--- config.mk ---
export PLATFORM = sky130hd
export DESIGN_NAME = uart_rx_fifo
export DESIGN_NICKNAME = d
export VERILOG_FILES = /design/src/rtl/uart_defs.sv /design/src/rtl/uart_rx_fifo.sv
export SDC_FILE = /design/constraint.sdc
export NUM_CORES = 1
export LEC_CHECK = 0
export CORE_ASPECT_RATIO = 0.9
export CORE_MARGIN = 4
export CORE_UTILIZATION = 25
export DETAILED_ROUTE_END_ITERATION = 10
export PLACE_DENSITY = 0.42
export SKIP_LAST_GASP = 1
export SLEW_MARGIN = 20
export SYNTH_ARGS = -nofsm -noshare
export SYNTH_HDL_FRONTEND = slang
export SYNTH_SLANG_ARGS = --single-unit
--- constraint.sdc ---
create_clock -name clk -period 9.8 [get_ports clk]
set_clock_uncertainty 0.2 [all_clocks]
set_input_delay 1.96 -clock clk [delete_from_list [all_inputs] [get_ports clk]]
set_output_delay 1.96 -clock clk [all_outputs]
set_load 0.03 [all_outputs]
--- src/rtl/uart_defs.sv ---
// Shared UART definitions: byte width, status-register bit positions and
// the default receive FIFO depth.
package uart_defs;

  localparam int BYTE_W = 8;

  // Status register bit indices
  localparam int STAT_TX_BUSY    = 0;
  localparam int STAT_RX_AVAIL   = 1;
  localparam int STAT_RX_OVERRUN = 2;
  localparam int STAT_RX_FULL    = 3;

  localparam int RX_FIFO_DEPTH_DEFAULT = 16;
  localparam int RX_FIFO_ADDR_W_DEFAULT = 4;

endpackage

--- src/rtl/uart_rx_fifo.sv ---
// uart_rx_fifo: byte FIFO downstream of the UART receiver, first-word-fall-
// through read port, count/empty/full status and a sticky overrun flag.
// Optional macro UART_RX_FIFO_HWM_EN adds the hwm (high-water-mark) output.
//
// Strobe semantics: wr_valid and rd_pop are single-cycle strobes with no
// back-pressure. A push is accepted when wr_valid=1 and the FIFO is not full
// or a pop is accepted in the same cycle; otherwise the byte is dropped and
// overrun is set. A pop is accepted when rd_pop=1 and the FIFO is not empty;
// a pop on an empty FIFO is ignored. rd_data shows the head entry while
// empty=0 and reads 0 when empty.
module uart_rx_fifo
  import uart_defs::*;
#(
  parameter int DEPTH  = RX_FIFO_DEPTH_DEFAULT,
  parameter int ADDR_W = RX_FIFO_ADDR_W_DEFAULT
) (
  input  logic              clk,
  input  logic              nrst,
  input  logic [BYTE_W-1:0] wr_data,
  input  logic              wr_valid,
  input  logic              rd_pop,
  output logic [BYTE_W-1:0] rd_data,
  output logic              empty,
  output logic              full,
  output logic [ADDR_W:0]   count,
  output logic              overrun,
`ifdef UART_RX_FIFO_HWM_EN
  output logic [ADDR_W:0]   hwm,
`endif
  input  logic              overrun_clr
);

  localparam logic [ADDR_W:0]   L_DEPTH   = DEPTH[ADDR_W:0];
  localparam logic [ADDR_W:0]   L_CNT_ONE = {{ADDR_W{1'b0}}, 1'b1};
  localparam logic [ADDR_W-1:0] L_PTR_ONE = {{(ADDR_W-1){1'b0}}, 1'b1};

  logic [BYTE_W-1:0] r_mem [DEPTH];
  logic [ADDR_W-1:0] r_wr_ptr;
  logic [ADDR_W-1:0] r_rd_ptr;
  logic [ADDR_W:0]   r_count;
  logic              r_overrun;

  logic              w_empty;
  logic              w_full;
  logic              w_pop;
  logic              w_push;
  logic              w_drop;
  logic [ADDR_W:0]   w_count_nxt;

  // Accept/drop decisions; count is the single source of occupancy truth
  always_comb begin
    w_empty = (r_count == '0);
    w_full  = (r_count == L_DEPTH);
    w_pop   = rd_pop & ~w_empty;
    w_push  = wr_valid & (~w_full | w_pop);
    w_drop  = wr_valid & w_full & ~w_pop;
    w_count_nxt = r_count;
    if (w_push && !w_pop)      w_count_nxt = r_count + L_CNT_ONE;
    else if (w_pop && !w_push) w_count_nxt = r_count - L_CNT_ONE;
  end

  // Pointer, count and sticky overrun registers
  always_ff @(posedge clk or negedge nrst) begin
    if (!nrst) begin
      r_wr_ptr  <= '0;
      r_rd_ptr  <= '0;
      r_count   <= '0;
      r_overrun <= 1'b0;
    end else begin
      if (w_push) r_wr_ptr <= r_wr_ptr + L_PTR_ONE;
      if (w_pop)  r_rd_ptr <= r_rd_ptr + L_PTR_ONE;
      r_count <= w_count_nxt;
      // A new overrun in the same cycle as a clear must not be lost
      if (w_drop)           r_overrun <= 1'b1;
      else if (overrun_clr) r_overrun <= 1'b0;
    end
  end

  // Storage array, intentionally not reset so it can map to block RAM
  always_ff @(posedge clk) begin
    if (w_push) r_mem[r_wr_ptr] <= wr_data;
  end

`ifdef UART_RX_FIFO_HWM_EN
  logic [ADDR_W:0] r_hwm;

  // High-water mark: peak occupancy since reset or the last overrun_clr
  always_ff @(posedge clk or negedge nrst) begin
    if (!nrst) begin
      r_hwm <= '0;
    end else if (overrun_clr) begin
      r_hwm <= r_count;
    end else if (w_count_nxt > r_hwm) begin
      r_hwm <= w_count_nxt;
    end
  end

  assign hwm = r_hwm;
`endif

  // First-word-fall-through read, forced to 0 when nothing is stored
  always_comb begin
    rd_data = w_empty ? '0 : r_mem[r_rd_ptr];
  end

  assign empty   = w_empty;
  assign full    = w_full;
  assign count   = r_count;
  assign overrun = r_overrun;

endmodule

Word level (Yosys, flattened, before mapping)
Memories as Yosys holds them, arrays and structs flattened.
Index checks and enable logic that the tools add are counted.

word-level totals
  register bits after elaboration = 14
  RAM bits = 128
  input port bits = 13
  output and inout port bits = 16
  word-level logic and storage cells = 32
  memories kept = 1

operators by class
  add/sub/neg operators = 4
  eq/ne operators = 1
  multiplexer cells = 7
  bitwise logic cells = 8
  reduce and logical (&&, ||, !) cells = 7

memory list
  name   words  bits a word  read ports  clocked after memory_dff  wr ports  RTL line            source
  r_mem  16     8            1           0                         1         uart_rx_fifo.sv:37  logic [BYTE_W-1:0] r_mem [DEPTH];

operators with widths
  kind                                              count
  2-to-1 mux 5 bit                                  2
  adder 4 x 1 -> 4 bit, second input constant       2
  2-to-1 mux 8 bit                                  1
  adder 5 x 1 -> 5 bit, second input constant       1
  == test 5 bit, second input constant              1
  zero test 5 bit                                   1
  subtractor 5 x 1 -> 5 bit, second input constant  1
  AND 1 bit                                         4
  2-to-1 mux 1 bit                                  4
  nonzero test 2 bit                                2
  inverter 1 bit                                    3
  logical AND 1 bit                                 2
  zero test 1 bit                                   2
  bitwise OR 1 bit                                  1

Depth between registers and ports, before layout
Gate-level depths: netlist of the first run.

  word-level depth = 9
  depth in mapped cells = 10
  gate-level depth less buffers = 10

Worst setup path before layout of the first run
No wires, ideal clock.

  path type = input to register
  from = input port rd_pop
  to = register r_count[4] (netlist: count[4])
  data arrival time = 3754 ps
  slack = 5710 ps
  cell stages on the path = 8
  path buffers = 0
  cell sequence = o31ai_4 > inv_4 > ha_1 > inv_1 > ha_1 > a21o_1 > a2111oi_0 > o31ai_1

on the way
  longest elaborated chain between the ends = 6
  elaborated cells between the ends (all ways) = 9
  classes of those cells = 1 x mux; 3 x bitwise; 5 x reduce/logical

RTL lines
  element                              RTL line            source
  start: declaration                   uart_rx_fifo.sv:21  input logic rd_pop,
  AND 1 bit *                          uart_rx_fifo.sv:54  w_pop = rd_pop & ~w_empty;
  bitwise OR 1 bit *                   uart_rx_fifo.sv:55  w_push = wr_valid & (~w_full | w_pop);
  AND 1 bit *                          uart_rx_fifo.sv:55
  net w_push                           uart_rx_fifo.sv:46  logic w_push;
  zero test 1 bit                      uart_rx_fifo.sv:59  else if (w_pop && !w_push) w_count_nxt = r_count - L_CNT_ONE;
  logical AND 1 bit                    uart_rx_fifo.sv:59
  nonzero test 2 bit (no source line)  --
  end signal: assignment               uart_rx_fifo.sv:72  r_count <= w_count_nxt;
  end: declaration                     uart_rx_fifo.sv:40  logic [ADDR_W:0] r_count;

Mark *: on every way through the listed nets, which the timed path passes. The rest lies on a longest branch.
A chain may end at the register's enable or synchronous reset.

Worst setup path in the final report of the first run
  from = register r_rd_ptr[1]
  to = output port rd_data[2]

on the way
  longest elaborated chain between the ends = 2

RTL lines
  element                   RTL line             source
  start: declaration        uart_rx_fifo.sv:39   logic [ADDR_W-1:0] r_rd_ptr;
  start signal: assignment  uart_rx_fifo.sv:71   if (w_pop) r_rd_ptr <= r_rd_ptr + L_PTR_ONE;
  memory read (16 x 8 bit)  --
  2-to-1 mux 8 bit          uart_rx_fifo.sv:103  rd_data = w_empty ? '0 : r_mem[r_rd_ptr];
  end: declaration          uart_rx_fifo.sv:22   output logic [BYTE_W-1:0] rd_data,

Every way passes these cells.

==> summary.txt, run 1 <==
Outcome -> complete, no violations
Clock slew at reported path FFs -> 0.06 ns
Final #Nets -> 360
Syn. warnings -> 0
Initial antenna violation count -> 0
Root Buffer Master -> clkbuf_16
Row cnt -> 52
Via count -> 2850
Post-Synth XOR/XNOR Area -> 1.35%
Synthesized area per cell -> 19.2 um^2
Peak VDD IR -> 0.192 mV
Worst Path Required -> 7.64 ns
Pin count of the biggest net entering global routing -> 27
Initial Utilization -> 25.7%
Setup TNS -> 0 ns
Cells after Synth -> 304
Syn Std Cell Area -> 0.00583 mm^2
Cells along the critical path -> buf_4, mux4_2, mux2_2, o21ai_0, a21oi_1, clkdlybuf4s50_1
Fmax -> 0.180 GHz
Max-Cap Viols -> 0
Post-Syn Nets -> 327
CORE AREA -> 0.0227 mm^2
Mux share of post-synthesis cell area -> 15.8%
CTS sink cnt -> 142
Routed Antenna Nets -> 0
Final hold slack -> 0.274 ns
Ant. Diodes -> 0
Worst-Margin Slew -> 1.12 ns
Gp weighted congestion -> 0.708
Post-synthesis register bit count -> 142
Arrival time worst endpoint -> 3.39 ns
Global route overflow -> 0
Gr usage total -> 10.4%
Max incr delay on CP -> 0.65 ns
Final Max Tran Viols -> 0
Post-CTS setup buffers -> 0
CP startpoint kind -> register
CP Capture Type -> primary output
CP Class -> register to primary output
Sequential share of the synthesized area -> 71.9%
First-iteration detailed-routing DRC count -> 224
Tmin final -> 5.55 ns
Post-detail-place hpwl -> 8060 um
R2R Setup Slk -> 6.31 ns
Vias in the first global route -> 3050
DIE WIDTH -> 169 um
Vias/cell -> 4.40
Share of layout cells above drive strength 1 -> 23.7%
DRC errors left -> 0
Die Height -> 153 um
R2R Path End -> count[4]$_DFFE_PN0P_
Longest Clk Path Bufs -> 2
TritonCTS clock tree -> built
Crit path from -> r_rd_ptr[1]$_DFFE_PN0N_
Hold Violations, Final -> 0
Slowest-stage cell, CP -> clkdlybuf4s50_1
Number of H-tree levels -> 4
Worst Hold Class -> register to register
Setup violators final -> 0
Pre-antenna DRT Iters -> 4
RSZ-0062 raised after global routing -> false
Pwr dens -> 308 mW/mm^2
R2R Path Start -> count[0]$_DFFE_PN0P_
Path depth of the worst reg2reg path -> 9
Final period util -> 56.7%
Cts-stage hold buffer count -> 0
LEAKAGE -> 2.28 nW
Clock Latency Late Sink -> 0.41 ns
Global-route wire length before repair -> 19500 um
Num CTS Buffers -> 17
Netlist cell types -> 35
Wire per inst -> 19.8 um
Top Ports -> 29
PortBufs -> 28
Die area -> 0.0258 mm^2
Synth Area in Compound Gates -> 3.05%
Simple-Gate Fraction of Synth Area -> 3.65%
Total wire length -> 12800 um
Largest family of logic cells by synthesized area -> multiplexers
Worst slew margin -> 25.3%
Crit path to -> rd_data[2]
Max FO, Critical Path -> 23
# resized after CTS -> 0
Area grow syn2layout -> 19.9%
Fraction of the mapped netlist area in adder cells -> 2.27%
how the worst min path moves through the flow:
| stage | startpoint | end | slack (ns) | cells after the start |
|---|---|---|---|---|
| 6_report | r_rd_ptr[0]$_DFFE_PN0N_ | r_rd_ptr[0]$_DFFE_PN0N_ | 0.27 | 1 |
| 5_1_grt | r_rd_ptr[0]$_DFFE_PN0N_ | r_rd_ptr[0]$_DFFE_PN0N_ | 0.29 | 1 |
| 4_1_cts | r_rd_ptr[0]$_DFFE_PN0N_ | r_rd_ptr[0]$_DFFE_PN0N_ | 0.28 | 1 |
| 3_5_place_dp | r_rd_ptr[0]$_DFFE_PN0N_ | r_rd_ptr[0]$_DFFE_PN0N_ | 0.26 | 1 |
| 3_3_place_gp | r_rd_ptr[0]$_DFFE_PN0N_ | r_rd_ptr[0]$_DFFE_PN0N_ | 0.26 | 1 |
| 2_1_floorplan | r_wr_ptr[1]$_DFFE_PN0P_ | r_wr_ptr[3]$_DFFE_PN0P_ | 0.37 | 2 |
cells in the final DEF, fill, tap and decap left out, types with 2 or more instances in the layout:
master / count
nor2_1: 5
mux4_2: 32
inv_8: 2
a21oi_1: 10
and2_1: 7
nand3_1: 6
clkdlybuf4s50_1: 28
and3_1: 4
dfrtp_1: 12
buf_4: 2
xor2_1: 2
edfxtp_1: 128
nor3_1: 4
clkbuf_16: 17
o21ai_1: 2
clkinv_4: 4
o21ai_0: 11
mux2i_1: 9
nand2_1: 6
mux2_2: 10
ha_1: 9
xnor2_1: 7
dfrtp_2: 2
nor2_2: 2
a21o_1: 2
inv_1: 7
clkinvlp_4: 5
registers in the layout, summed over array words and instances (netlist names):
| name | flops |
|---|---|
| r_wr_ptr | 4 |
| r_mem | 128 |
| r_rd_ptr | 4 |
| overrun | 1 |
| count | 5 |
critical path, delay by kind of cell (launching register included):
| kind | cells | cell delay (ns) |
|---|---|---|
| DFF | 1 | 0.57 |
| AOI/OAI and AO/OA | 2 | 0.44 |
| muxes | 2 | 0.84 |
| buffers and inverters | 2 | 1.13 |
logic make-up (layout without fill, tap and decap cells):
family,after synthesis,in the layout
flip-flops,142,142
multiplexers,51,51
AND/OR/NAND/NOR,39,39
AO/OA/AOI/OAI,29,29
buffers and inverters,24,70
adder cells (fa/ha/maj),10,10
XOR/XNOR,9,9
stage by stage:
| step | instance area, um^2 | utilization [%] | total power [mW] | std cells | worst slack, ns |
|---|---|---|---|---|---|
| 2_1_floorplan | 5830 | - | 1.33 | 304 | 5.71 |
| 3_3_place_gp | 6420 | 28.3 | 1.57 | 615 | 4.63 |
| 3_5_place_dp | 6430 | 28.3 | 1.57 | 615 | 4.62 |
| 4_1_cts | 6990 | 30.8 | 2.19 | 647 | 4.17 |
| 5_1_grt | 6990 | 30.8 | 2.27 | 647 | 4.10 |
| 6_report | 6990 | 30.8 | 2.15 | 647 | 4.25 |
layer usage:
layer  vias to the layer above  GRT usage [%]  share of wire, %
met5                         -              0                 0
met4                         0           2.76              0.77
met3                         9           3.05               4.3
met2                        60           15.5                46
met1                      1493           14.8                48
li1                       1288              -                 -
layout make-up:
cell class,instances,area [um^2]
clock buffer,18,429
clock inverter,14,138
fill,2180,15700
inverter,8,32.5
multi-input combinational,138,1530
sequential,142,4200
tap,297,372
timing repair buffer,30,295
cell usage after synthesis (all sizes together):
| library cell | n | area [um^2] |
|---|---|---|
| a2111oi | 1 | 8.76 |
| a21o | 2 | 15.0 |
| a21oi | 10 | 50.1 |
| a32o | 1 | 10.0 |
| and2 | 8 | 51.3 |
| and3 | 4 | 25.0 |
| buf | 11 | 61.3 |
| clkbuf | 5 | 18.8 |
| dfrtp | 14 | 350 |
| edfxtp | 128 | 3840 |
| fa | 1 | 20.0 |
| ha | 9 | 113 |
| inv | 8 | 32.5 |
| mux2 | 10 | 113 |
| mux2i | 9 | 90.1 |
| mux4 | 32 | 721 |
| nand2 | 6 | 22.5 |
| nand2b | 1 | 6.26 |
| nand3 | 6 | 30.0 |
| nand4 | 1 | 12.5 |
| nor2 | 7 | 26.3 |
| nor3 | 4 | 20.0 |
| nor3b | 1 | 7.51 |
| o21ai | 13 | 65.1 |
| o31ai | 2 | 28.8 |
| or4 | 1 | 11.3 |
| xnor2 | 7 | 61.3 |
| xor2 | 2 | 17.5 |
power breakdown:
group	switching (mW)	internal, mW	leakage [nW]
clock	0.259	0.353	0.260
combinational	0.367	0.332	0.699
sequential	0.0965	0.744	1.32
Power figures use the tool's default switching activity.
==> inputs of run 2 (changes only) <==
Clock period 9.8 ns to 5.6 ns, I/O delays scaled along.
==> summary.txt, run 2 (synthesis gave the netlist of run 1 again) <==
Fmax -> 0.228 GHz
Final #Nets -> 361 (was 360)
Commonest non-fill, non-tap cell in the layout -> edfxtp_1 (unchanged)
Vias/cell -> 4.35 (was 4.40)
Root Buffer Master -> clkbuf_16 (unchanged)
Hold Violations, Final -> 0 (unchanged)
Max incr delay on CP -> 0.74 ns (was 0.65 ns)
DIE WIDTH -> 169 um (unchanged)
Routed Antenna Nets -> 0 (unchanged)
Hold Startpoint -> overrun$_DFFE_PN0P_ (was r_rd_ptr[0]$_DFFE_PN0N_)
Worst Hold Class -> register to register (unchanged)
Die area -> 0.0258 mm^2 (unchanged)
Buf/Inv on CP -> 2 (unchanged)
Cells along the critical path -> buf_4, mux4_2, mux2_2, o21ai_0, a21oi_1, clkdlybuf4s50_1 (unchanged)
Worst slew margin -> 29.0% (was 25.3%)
TritonCTS clock tree -> built (unchanged)
Peak VDD IR -> 0.269 mV (was 0.192 mV)
Biggest register -> r_mem (unchanged)
Final period util -> 78.2%
Clock slew at reported path FFs -> 0.06 ns (about the same)
Commonest cells after routing, fill and taps aside -> edfxtp_1 (128), mux4_2 (32), clkdlybuf4s50_1 (28), clkbuf_16 (17), dfrtp_1 (13) (was edfxtp_1 (128), mux4_2 (32), clkdlybuf4s50_1 (28), clkbuf_16 (17), dfrtp_1 (12))
Total wire length -> 12800 um (about the same)
Sequential power share -> 38.7% (was 39.0%)
Max-Cap Viols -> 0 (unchanged)
Sw Share -> 33.8% (was 33.6%)
Die Height -> 153 um (unchanged)
Arrival time worst endpoint -> 3.06 ns (was 3.39 ns)
Final Max Tran Viols -> 0 (unchanged)
Gr usage total -> 10.4% (about the same)
Slowest-stage cell, CP -> dfrtp_1 (was clkdlybuf4s50_1)
Clock power share -> 28.8% (was 28.5%)
Pwr dens -> 542 mW/mm^2 (was 308 mW/mm^2)
Cts-stage hold buffer count -> 0 (unchanged)
Ant. Diodes -> 0 (unchanged)
Via count -> 2817 (was 2850)
Post-CTS setup buffers -> 0 (unchanged)
Initial antenna violation count -> 0 (unchanged)
Longest Clk Path Bufs -> 2 (unchanged)
CP Class -> register to primary output (unchanged)
Pre-antenna DRT Iters -> 4 (unchanged)
Pin count of the biggest net entering global routing -> 22 (was 27)
Row cnt -> 52 (unchanged)
Share of layout cells above drive strength 1 -> 23.9% (was 23.7%)
CP Capture Type -> primary output (unchanged)
R2R Setup Slk -> 2.14 ns (was 6.31 ns)
LEAKAGE -> 2.31 nW (was 2.28 nW)
Num CTS Buffers -> 17 (unchanged)
Clock Latency Late Sink -> 0.41 ns (about the same)
Vias in the first global route -> 3018 (was 3050)
Max FO, Critical Path -> 14 (was 23)
CP delay by family, top -> buffers and inverters (unchanged)
Outcome -> complete, no violations (unchanged)
Setup violators final -> 0 (unchanged)
Number of flip-flops in the largest register -> 128 (unchanged)
Global route overflow -> 0 (unchanged)
Worst Path Required -> 4.28 ns (was 7.64 ns)
Wire per inst -> 19.7 um (was 19.8 um)
Gp weighted congestion -> 0.712 (was 0.708)
Tot Pwr -> 3.79 mW (was 2.15 mW)
Fillers -> 2186 (was 2180)
Setup ws final -> 1.22 ns (was 4.25 ns)
R2R Path End -> count[4]$_DFFE_PN0P_ (unchanged)
Setup TNS -> 0 ns (unchanged)
RSZ-0062 raised after global routing -> false (unchanged)
Hold depth -> 1 (unchanged)
CORE AREA -> 0.0227 mm^2 (unchanged)
Number of H-tree levels -> 4 (unchanged)
Pint -> 2.51 mW (was 1.43 mW)
Path depth of the worst reg2reg path -> 9 (unchanged)
DRC errors left -> 0 (unchanged)
PortBufs -> 28 (unchanged)
Initial Utilization -> 25.7% (unchanged)
Area grow syn2layout -> 20.1% (was 19.9%)
Global-route wire length before repair -> 19600 um (was 19500 um)
CTS sink cnt -> 142 (unchanged)
# resized after CTS -> 0 (unchanged)
Combinational share of power -> 32.5% (about the same)
Worst-Margin Slew -> 1.06 ns (was 1.12 ns)
Post-detail-place hpwl -> 8330 um (was 8060 um)
Hold EP -> overrun$_DFFE_PN0P_ (was r_rd_ptr[0]$_DFFE_PN0N_)
Top Ports -> 29 (unchanged)
Pre-CTS setup slack -> 1.51 ns (was 4.62 ns)
Tmin final -> 4.38 ns
Switching power summed over all nets -> 1.28 mW (was 723 uW)
R2R Path Start -> count[0]$_DFFE_PN0P_ (unchanged)
CP startpoint kind -> register (unchanged)
First-iteration detailed-routing DRC count -> 191 (was 224)
## run 2: changes by cell type in the layout (fill, tap and decap cells not counted)
cell,delta
buf_4,+1
clkbuf_1,-1
clkinv_2,+1
clkinv_4,-2
clkinvlp_4,-4
dfrtp_1,+1
dfrtp_2,-1
inv_6,+6
## run 2: stage by stage
step / std cells / util [%] / hold slack [ns] / area, um^2
after floorplan: 304 / - / 0.365 / 5830
after global placement: 616 / 28.3 / 0.282 / 6430
after detailed placement: 616 / 28.3 / 0.289 / 6430
after CTS: 648 / 30.8 / 0.308 / 7000
after global routing: 648 / 30.9 / 0.323 / 7010
final: 648 / 30.9 / 0.302 / 7010
## run 2: final cells by class
type | instances | area [um^2] | area share (%)
tap | 297 | 372 | 5.30
timing repair buffer | 31 | 303 | 4.32
multi-input combinational | 138 | 1530 | 21.8
sequential | 142 | 4200 | 59.9
inverter | 8 | 32.5 | 0.464
clock buffer | 17 | 425 | 6.07
clock inverter | 15 | 148 | 2.11
## run 2: layer usage
layer  up-vias  GRT usage [%]  wire length (um)
met5         -              0                 0
met1      1476           14.1              6020
met2        42           16.3              6160
met3         8           3.41               484
li1       1291              -                 -
met4         0           2.53                89
## run 2: power by group through the flow
stage                     registers (mW)  clock network (mW)  logic (mW)
after detailed placement            1.49                   0        1.26
after global routing                1.49                1.17        1.34
after CTS                           1.47                1.12        1.27
final                               1.47                1.09        1.23
after global placement              1.48                   0        1.26
after floorplan                     1.41                   0       0.917
## run 2: worst max-delay path by stage
stage	startpoint	end	slack, ns	cells past startpoint
5_1_grt	r_rd_ptr[1]$_DFFE_PN0N_	rd_data[0]	1.05	5
6_report	r_rd_ptr[3]$_DFFE_PN0N_	rd_data[5]	1.22	6
2_1_floorplan	count[0]$_DFFE_PN0P_	count[4]$_DFFE_PN0P_	2.35	9
3_5_place_dp	rd_pop	count[4]$_DFFE_PN0P_	1.51	9
3_3_place_gp	rd_pop	count[4]$_DFFE_PN0P_	1.58	9
4_1_cts	r_rd_ptr[3]$_DFFE_PN0N_	rd_data[5]	1.13	6
## run 2: worst reg2reg max path: cells and delay by family, from the launching register on
kind | cells | cell delay, ns
AO/OA/AOI/OAI | 4 | 1.21
adder cells (fa/ha/maj) | 2 | 0.57
buffers and inverters | 2 | 0.29
flip-flops | 1 | 0.46
AND/OR/NAND/NOR | 1 | 0.60
